## src/rtl/sm_pkg.sv

```systemverilog
// Shared width, FSM states and operand/result records for the sign-magnitude ALU arbiter.
package sm_pkg;

  localparam int W = 4;

  typedef enum logic [1:0] {
    IDLE,
    EXEC,
    RESP
  } state_t;

  typedef struct packed {
    logic         sign;
    logic [W-1:0] mag;
  } sm_operand_t;

  typedef struct packed {
    logic [W-1:0] ym;
    logic         ys;
    logic         of;
    logic         eq;
    logic         lt;
  } sm_result_t;

endpackage

```

## src/rtl/sm_addsub.sv

```systemverilog
// Combinational sign-magnitude add/subtract and signed compare core.
// Define SM_SATURATE_EN to clamp an overflowing magnitude to all ones.
module sm_addsub
  import sm_pkg::*;
(
  input  sm_operand_t a,
  input  sm_operand_t b,
  input  logic        op,
  output sm_result_t  res
);

  logic         eff_bs;
  logic [W:0]   sum;
  logic         a_neg;
  logic         b_neg;

  // NOTE: every output gets a default first so no path through this block infers a latch.
  always_comb begin
    res    = '0;
    eff_bs = b.sign ^ ~op;
    sum    = {1'b0, a.mag} + {1'b0, b.mag};

    if (a.sign == eff_bs) begin
      res.ym = sum[W-1:0];
      res.ys = a.sign;
      res.of = sum[W];
    end else if (a.mag >= b.mag) begin
      res.ym = a.mag - b.mag;
      res.ys = a.sign;
    end else begin
      res.ym = b.mag - a.mag;
      res.ys = eff_bs;
    end

`ifdef SM_SATURATE_EN
    if (res.of) res.ym = '1;
`endif

    // A genuine zero is always positive; a wrapped overflow keeps its sign.
    if (!res.of && res.ym == '0) res.ys = 1'b0;

    // Compare the operands themselves; -0 is folded into +0.
    a_neg = a.sign & (a.mag != '0);
    b_neg = b.sign & (b.mag != '0);
    res.eq = (a_neg == b_neg) && (a.mag == b.mag);
    if (a_neg != b_neg) res.lt = a_neg;
    else if (!a_neg)    res.lt = a.mag < b.mag;
    else                res.lt = a.mag > b.mag;
  end

endmodule

```

## src/rtl/sm_alu_arbiter.sv

```systemverilog
// Round-robin arbiter sharing one sm_addsub core between two requesters.
// Saturation of overflowing results is selected by SM_SATURATE_EN in sm_addsub.
module sm_alu_arbiter
  import sm_pkg::*;
(
  input  logic         clk,
  input  logic         reset,
  input  logic [1:0]   req,
  input  logic [W-1:0] am0,
  input  logic [W-1:0] bm0,
  input  logic         as0,
  input  logic         bs0,
  input  logic         op0,
  input  logic [W-1:0] am1,
  input  logic [W-1:0] bm1,
  input  logic         as1,
  input  logic         bs1,
  input  logic         op1,
  output logic [1:0]   gnt,
  output logic [1:0]   done,
  output logic [W-1:0] ym,
  output logic         ys,
  output logic         of,
  output logic         eq,
  output logic         lt,
  output logic         rsp_id
);

  state_t      state_q, state_d;
  logic        last_q;
  logic        id_q;
  logic        win;
  logic        rsp_id_q;
  sm_operand_t a_q, b_q;
  logic        op_q;
  sm_result_t  core_res, res_q;

  always_comb begin
    case (req)
      2'b01:   win = 1'b0;
      2'b10:   win = 1'b1;
      default: win = ~last_q;
    endcase
  end

  always_comb begin
    state_d = state_q;
    case (state_q)
      IDLE:    if (|req) state_d = EXEC;
      EXEC:    state_d = RESP;
      RESP:    state_d = IDLE;
      default: state_d = IDLE;
    endcase
  end

  sm_addsub u_core (
    .a   (a_q),
    .b   (b_q),
    .op  (op_q),
    .res (core_res)
  );

  // NOTE: sequential state uses non-blocking assignments so every register samples pre-edge values.
  always_ff @(posedge clk or posedge reset) begin
    if (reset) begin
      state_q  <= IDLE;
      last_q   <= 1'b1;
      id_q     <= 1'b0;
      a_q      <= '0;
      b_q      <= '0;
      op_q     <= 1'b0;
      res_q    <= '0;
      rsp_id_q <= 1'b0;
    end else begin
      state_q <= state_d;
      if (state_q == IDLE && |req) begin
        id_q   <= win;
        last_q <= win;
        a_q    <= win ? sm_operand_t'{as1, am1} : sm_operand_t'{as0, am0};
        b_q    <= win ? sm_operand_t'{bs1, bm1} : sm_operand_t'{bs0, bm0};
        op_q   <= win ? op1 : op0;
      end
      if (state_q == EXEC) begin
        res_q    <= core_res;
        rsp_id_q <= id_q;
      end
    end
  end

  // Grant and done decode straight from the state register, so reset clears them at once.
  assign gnt    = (state_q != IDLE) ? {id_q, ~id_q} : 2'b00;
  assign done   = (state_q == RESP) ? {id_q, ~id_q} : 2'b00;
  assign ym     = res_q.ym;
  assign ys     = res_q.ys;
  assign of     = res_q.of;
  assign eq     = res_q.eq;
  assign lt     = res_q.lt;
  assign rsp_id = rsp_id_q;

endmodule

```

## config.mk

```make
export PLATFORM = sky130hd
export DESIGN_NAME = sm_alu_arbiter
export DESIGN_NICKNAME = d
export VERILOG_FILES = /design/src/rtl/sm_pkg.sv /design/src/rtl/sm_addsub.sv /design/src/rtl/sm_alu_arbiter.sv
export SDC_FILE = /design/constraint.sdc
export NUM_CORES = 1
export LEC_CHECK = 0
export CORE_MARGIN = 2
export CORE_UTILIZATION = 53
export DETAILED_ROUTE_END_ITERATION = 7
export GPL_TIMING_DRIVEN = 0
export PLACE_DENSITY = 0.85
export RECOVER_POWER = 25
export SLEW_MARGIN = 40
export SYNTH_ARGS = -nofsm -noshare
export SYNTH_HDL_FRONTEND = slang
export SYNTH_SLANG_ARGS = --single-unit
```

## constraint.sdc

```tcl
create_clock -name clk -period 3.9 [get_ports clk]
set_input_delay 0.975 -clock clk [delete_from_list [all_inputs] [get_ports clk]]
set_output_delay 0.975 -clock clk [all_outputs]
set_load 0.02 [all_outputs]
```

Yosys cells after proc, flatten, opt, wreduce, memory -nomap -nowiden
Index checks and enable logic that the tools add are counted.

word-level totals
  register bits after elaboration = 24
  input port bits = 26
  output and inout port bits = 13
  word-level logic and storage cells = 59

cells by class
  add/subtract/negate cells = 3
  magnitude comparators = 3
  eq/ne operators = 9
  multiplexer cells = 14
  bitwise logic cells = 6
  reduce and logical (&&, ||, !) cells = 10

operator list
  kind                                                    number
  two-way mux 5 bit                                       4
  nonzero test 4 bit                                      2
  subtractor 4 bit                                        2
  two-way mux 2 bit                                       3
  adder 4 x 4 -> 5 bit                                    1
  two-way mux 1 bit                                       5
  == test 2 x 1 -> 1 bit (second input constant)          2
  == test 2 bit (second input constant)                   2
  == test 4 bit                                           1
  >= comparator 4 bit                                     1
  greater-than comparator 4 bit                           1
  logical NOT 4 bit                                       1
  < comparator 4 bit                                      1
  case mux 2 bit (2 select lines)                         1
  logical AND 1 bit                                       3
  inverter 1 bit                                          3
  bitwise AND 1 bit                                       2
  == test 1 bit                                           2
  logical NOT 2 bit                                       1
  inequality test 2 x 1 -> 1 bit (second input constant)  1
  case mux 1 bit (2 select lines)                         1
  nonzero test 2 bit                                      1
  OR reduction 2 bit                                      1
  logical NOT 1 bit                                       1
  2 further kinds                                         2

Logic depth before layout (Yosys ltp)
Gate-level depths: netlist of the first run.

  depth after elaboration = 7
  depth in mapped cells = 9
  mapped depth without buffers = 9

Modules after synthesis
Synthesis of the first run repeated with hierarchy kept, for this count alone.

unflattened totals
  cell total of the unflattened synthesis = 184
  area total of the unflattened synthesis = 1780.5 µm²

modules (own cells, without submodules)
  module          times used  cells an instance  area an instance (µm²)  seq. area each (µm²)
  sm_alu_arbiter  1           108                1161.1                  601.8
  sm_addsub       1           76                 619.3                   0.0

Worst setup path before layout of the first run
No wires, ideal clock.

  kind = in2reg
  start = input port req[0]
  end = register a_q[2] (netlist bit)
  setup time = 137 ps
  arrival = 2213 ps
  data required time = 3763 ps
  slack = 1550 ps
  stages = 6
  buffers on the path = 1
  cell sequence = inv_1 ha_1 a21oi_1 buf_2 mux2i_1 a21oi_1

between the ends
  cells in the longest elaborated chain, start to end = 3

RTL lines
  element                                                  line                  text
  start, declared                                          sm_alu_arbiter.sv:8   input logic [1:0] req,
  == test 2 bit or == test 2 x 1 -> 1 bit (tied branches)  sm_alu_arbiter.sv:39  case (req)
  case mux 1 bit (2 select lines)                          sm_alu_arbiter.sv:39
  two-way mux 5 bit                                        sm_alu_arbiter.sv:79  a_q <= win ? sm_operand_t'{as1, am1} : sm_operand_t'{as0, am0};
  end signal, assigned                                     sm_alu_arbiter.sv:79
  end, declared                                            sm_alu_arbiter.sv:34  sm_operand_t a_q, b_q;

Several ways; a longest one is shown, not always the timed one.
A chain may end at the register's enable or synchronous reset.

Worst setup path in the final report of the first run
  start = input port req[1]
  end = register b_q[2] (netlist bit)

between the ends
  cells in the longest elaborated chain, start to end = 3

RTL lines
  element                                                  line                  text
  == test 2 bit or == test 2 x 1 -> 1 bit (tied branches)  sm_alu_arbiter.sv:39
  case mux 1 bit (2 select lines)                          sm_alu_arbiter.sv:39
  two-way mux 5 bit                                        sm_alu_arbiter.sv:80  b_q <= win ? sm_operand_t'{bs1, bm1} : sm_operand_t'{bs0, bm0};
  end signal, assigned                                     sm_alu_arbiter.sv:80
  end, declared                                            sm_alu_arbiter.sv:34

Several ways; a longest one is shown, not always the timed one.

==> results.yml, run 1 <==
detailed_routing:
  drt_iter0_drc: 63
  first_pass_iters: 6
  drc: 2
  wirelength_um: 3670
  vias: 1356
  detail_route.wl_per_cell_um: 15.4
  viasPerCell: 5.70
  ant_nets: 0
clocking:
  clockBufferDepth: 2
  hold_buffers: 0
  cts_tree: "built"
  cts_setup_buffers: 0
  cts-htree-levels: 1
  cts.sinks: 24
  clkLatencyLatePin_ns: 0.33
  cts.repair.resized: 0
  clkTransAtPathRegs_ns: 0.14
  root_buffer: "clkbuf_4"
  numCtsBuffers: 3
timing:
  worstMarginPinSlew_ns: 0.893
  setup-tns-final_ns: 0
  whs_ns: 0.492
  hold_violations: 0
  skew_ns: 0.00842
  relSlewSlack: 0.404
  period_share: 0.692
  max_freq_ghz: 0.370
  setup_ws_ns: 1.20
  finalSetupViolations: 0
  finalMaxSlewViolations: 0
  min_period_ns: 2.70
  rsz0062_at_grt: "false"
layout:
  final_util: 0.740
  final_area_um2: 2070
  fin_nets: 251
  final_common_cell: "clkdlybuf4s50_1"
  register_area_um2: 602
  final_layout_size_suffix_gt1_frac: 0.0773
  area_delta_synth_final_pct: 29.4
  multi_input_area_um2: 913
  final_cell_mix: "37 x clkdlybuf4s50_1, 23 x dfrtp_1, 19 x nor2_1, 19 x a21oi_1, 16 x inv_1"
  instances_no_fill: 238
  fill_cells: 226
  insertedDiodeCount: 0
yosys:
  synth_seq_cells: 24
  synth_enable_flop_cells: 0
  yosysUniqueCellTypes: 37
  yosysSeqAreaShare: 0.375
  syn_inst: 165
  syn_area_um2: 1600
  synth_area_leaders: "dfrtp_1 36%, ha_1 11%, mux2i_1 8.7%, a21oi_1 5.9%, nor2_1 4.4%"
  yosys.area.top_type_share: 0.359
  avgSynthCellArea_um2: 9.71
  synth-main-ff-cell: "dfrtp_1"
  async_reset_ff_frac: 1.00
  yosysWarnings: 0
  synthesis.nets: 208
  synth_top_area_cell: "dfrtp_1"
worst_setup_path:
  crit_path_cell_trace: "clkdlybuf4s50_1 -> inv_1 -> ha_1 -> nor2_1 -> a21oi_1 -> buf_2 -> mux2i_1 -> a21oi_1"
  slowest_stage: "clkdlybuf4s50_1"
  worstPathRequired_ns: 4.12
  r2r_end: "ys"
  crit_path_max_fanout: 10
  crit_path_end_kind: "register"
  slowest_delay_ns: 0.48
  reg2reg_depth: 9
  path_class: "in2reg"
  critPathArrivalTime_ns: 2.92
  critPathLaunchType: "primary input"
  r2r_slack_ns: 1.38
  r2r_start: "a_q[0]"
  cp_common_cell: "a21oi_1"
pwr:
  irDropWorstVdd_v: 0.000472
  p_per_area_nw_per_um2: 1010
  p_leak_nw: 1.00
  finalPower_mw: 2.10
floorplanning:
  core.rowCount: 19
  die_area_um2: 3480
  core_area_um2: 2810
  die_w_um: 59.0
  initial_core_util: 0.571
  io_pins: 39
  die_h_um: 59.0
place:
  hpwlAfterDp_um: 2950
  dpl_cell_area_um2: 2020
  gp_congestion: 0.887
  dpl.cell_count: 234
  port_buffers: 38
  place_ws_ns: 0.846
global_routing:
  antenna_found_initial: 0
  grt_pass1_wl_um: 6070
  grt_overflow: 0
  grt_use_total: 0.235
  grt_pass1_vias: 1366
  grt_max_degree: 25
hold_path:
  holdPathStages: 2
  whs_endpoint: "ym[1]"
  worst_hold_path_type: "reg2reg"
  min_from: "ym[1]"
status:
  status: "complete, but fails checks"
  violations: "DRC"
flow_run:
  maxCapViolCount: 0
sequential cells by signal, indices dropped and copies added, names as in the netlist:
register and flops:
lt 1, a_q 5, ym 4, b_q 5, id_q 1, state_q 2, op_q 1, rsp_id 1
eq 1, of 1, ys 1, last_q 1
cell type report:
cell class              instances  area share
clock buffers                   3      0.0109
flip-flops and latches         24       0.290
clock inverters                 1      0.0145
well taps                      31      0.0187
multi-input cells             120       0.440
plain buffers                   5      0.0133
inverters                      16      0.0290
repair buffers                 38       0.183
per-layer routing:
layer | global-route usage | routed length, um | share of wire | vias to the layer above
li1 | - | - | - | 645
met1 | 0.273 | 1470 | 0.40 | 649
met2 | 0.429 | 1900 | 0.52 | 53
met3 | 0.0393 | 217 | 0.059 | 9
met4 | 0.0877 | 76 | 0.021 | 0
met5 | 0 | 0 | 0 | -
synth_stat cells (all sizes together) (2+ instances only):
master and n:
nor2 20, nand2 10, clkbuf 3, dfrtp 23
a211oi 2, o21bai 2, xnor2 4, buf 2
ha 14, fa 3, o21ai 9, xor2 3
o41ai 2, mux2i 14, and3 2, nand2b 4
inv 16, a21oi 20
logic make-up (layout without fill, tap and decap cells):
group	Yosys count	after routing	share of synthesized area
AND/OR/NAND/NOR	41	41	0.128
XOR/XNOR	7	7	0.0476
adder cells (fa/ha/maj)	17	17	0.147
AO/OA/AOI/OAI	40	40	0.153
flip-flops	24	24	0.375
multiplexers	15	15	0.0945
buffers and inverters	21	63	0.0546
worst max path at each step:
stage | startpoint | to | slack, ns | depth (start not counted)
floorplan | req[0] | a_q[2] | 1.55 | 6
global placement | req[1] | b_q[2] | 0.97 | 8
detailed placement | req[1] | b_q[2] | 0.85 | 8
CTS | req[1] | b_q[2] | 1.20 | 8
global route | req[1] | a_q[2] | 1.10 | 8
finish | req[1] | b_q[2] | 1.20 | 8
worst max-delay path: cells and delay by family:
family,cells,cell delay (ns)
buffers and inverters,3,0.90
AO/OA/AOI/OAI,2,0.45
adder cells (fa/ha/maj),1,0.29
multiplexers,1,0.25
AND/OR/NAND/NOR,1,0.04
power by group:
group	switching (mW)	leakage [nW]	internal [mW]
Combinational	0.762	0.692	0.629
Sequential	0.142	0.281	0.377
Clock	0.0816	0.0279	0.104
Note: power is estimated with default switching activity, not from simulation.
==> inputs of run 2 (changes only) <==
CORE_UTILIZATION = 44   (was 53)
PLACE_DENSITY = 0.75   (was 0.85)
clock period = 2.48 ns   (was 3.9 ns; I/O delays follow)
==> results.yml, run 2 (same netlist as run 1, synthesis figures left out) <==
status:
  status: "finished, final reports clean"
clocking:
  cts.sinks: 24
  numCtsBuffers: 3
  root_buffer: "clkbuf_4"
  cts-htree-levels: 1
  clkLatencyLatePin_ns: 0.32
  hold_buffers: 0
  clkTransAtPathRegs_ns: 0.14
  cts_tree: "built"
  clockBufferDepth: 2
floorplanning:
  io_pins: 39
  core_area_um2: 3420
  die_area_um2: 4140
  core.rowCount: 21
  die_w_um: 64.4
  die_h_um: 64.4
  initial_core_util: 0.469
pwr:
  p_per_area_nw_per_um2: 1570
  p_leak_nw: 1.02
  irDropWorstVdd_v: 0.000731
  finalPower_mw: 3.34
flow_run:
  maxCapViolCount: 0
timing:
  skew_ns: 0.00317
  period_share: 0.945
  rsz0062_at_grt: "false"
  max_freq_ghz: 0.426
  finalMaxSlewViolations: 0
  relSlewSlack: 0.418
  worstMarginPinSlew_ns: 0.872
  hold_violations: 0
  min_period_ns: 2.34
  setup_ws_ns: 0.135
  finalSetupViolations: 0
detailed_routing:
  ant_nets: 0
  first_pass_iters: 4
  drc: 0
  wirelength_um: 3430
  drt_iter0_drc: 38
  detail_route.wl_per_cell_um: 13.4
  viasPerCell: 5.20
  vias: 1330
global_routing:
  grt_pass1_vias: 1311
  grt_use_total: 0.179
  grt_overflow: 0
  grt_pass1_wl_um: 5880
  grt_max_degree: 25
  antenna_found_initial: 0
layout:
  final_layout_size_suffix_gt1_frac: 0.105
  fin_nets: 254
  final_common_cell: "clkdlybuf4s50_1"
  area_delta_synth_final_pct: 33.1
  final_area_um2: 2130
  final_util: 0.625
  insertedDiodeCount: 0
  final_cell_mix: "37 x clkdlybuf4s50_1, 21 x dfrtp_1, 19 x nor2_1, 19 x a21oi_1, 16 x inv_1"
worst_setup_path:
  critPathArrivalTime_ns: 2.55
  crit_path_max_fanout: 5
  crit_path_cell_trace: "ha_1 -> fa_1 -> nand2b_4 -> a21oi_4 -> nand2b_4 -> mux2_2 -> mux2i_1 -> a41oi_1"
  crit_path_end_kind: "register"
  path_delay_family: "adder cells"
  slowest_stage: "dfrtp_2"
  path_class: "reg2reg"
  cp_common_cell: "nand2b_4"
  critPathBufInv: 0
  slowest_delay_ns: 0.48
  critPathLaunchType: "register"
  worstPathRequired_ns: 2.68
place:
  port_buffers: 38
  place_ws_ns: -0.129
  gp_congestion: 0.791
  dpl_cell_area_um2: 2040
  hpwlAfterDp_um: 2750
hold_path:
  worst_hold_path_type: "reg2reg"
-- run 2: worst reg2reg max path, delay by kind of cell, from the launching register on --
family          cells  cell delay [ns]
fa+ha+maj           2             0.65
simple gates        2             0.35
flops               1             0.48
compound gates      2             0.25
mux                 2             0.48
-- run 2: report_power, final --
group	switching, mW	total (mW)	leakage (nW)	internal, mW
registers	0.221	0.817	0.279	0.596
clock network	0.125	0.288	0.0279	0.163
logic	1.18	2.24	0.712	1.06
-- run 2: final timing paths --
check	start	end	slack [ns]	cells past startpoint
worst max-delay path	b_q[0]	ys	0.14	8
worst min-delay path	ym[2]	ym[2]	0.50	2
worst max register to register	b_q[0]	ys	0.14	8
worst min register to register	ym[2]	ym[2]	0.50	2
max in group asynchronous	reset	a_q[1]	0.99	2
min in group asynchronous	reset	rsp_id	0.90	2
-- run 2: layout make-up --
| class | instances | area [um^2] |
|---|---|---|
| buffer | 5 | 27.5 |
| clock buffer | 3 | 22.5 |
| clock inverter | 1 | 30.0 |
| fill | 283 | 1280 |
| inverter | 16 | 60.1 |
| multi-input combinational | 120 | 928 |
| sequential | 24 | 604 |
| tap | 46 | 57.6 |
| timing repair buffer | 41 | 403 |
-- run 2: what timing repair did --
item                                    in CTS  in global routing
endpoints found under the setup margin       1                  4
setup buffers                                0                  3
gates resized for setup                      2                  2
pin swaps                                    0                  2
-- run 2: metrics by stage --
stage                     hold slack [ns]  TNS (ns)  cells
after detailed placement            0.472    -0.984    249
after global placement              0.462    -0.738    249
after floorplan                     0.482         0    165
final                               0.498         0    256
after global routing                0.531         0    256
after CTS                           0.504         0    253
-- run 2: metal layers --
metal  part of all wire  track usage  vias up
met4              0.012       0.0612        0
li1                   -            -      653
met1               0.43        0.209      634
met2               0.53        0.328       37
met5                  0            0        -
met3              0.036       0.0317        6
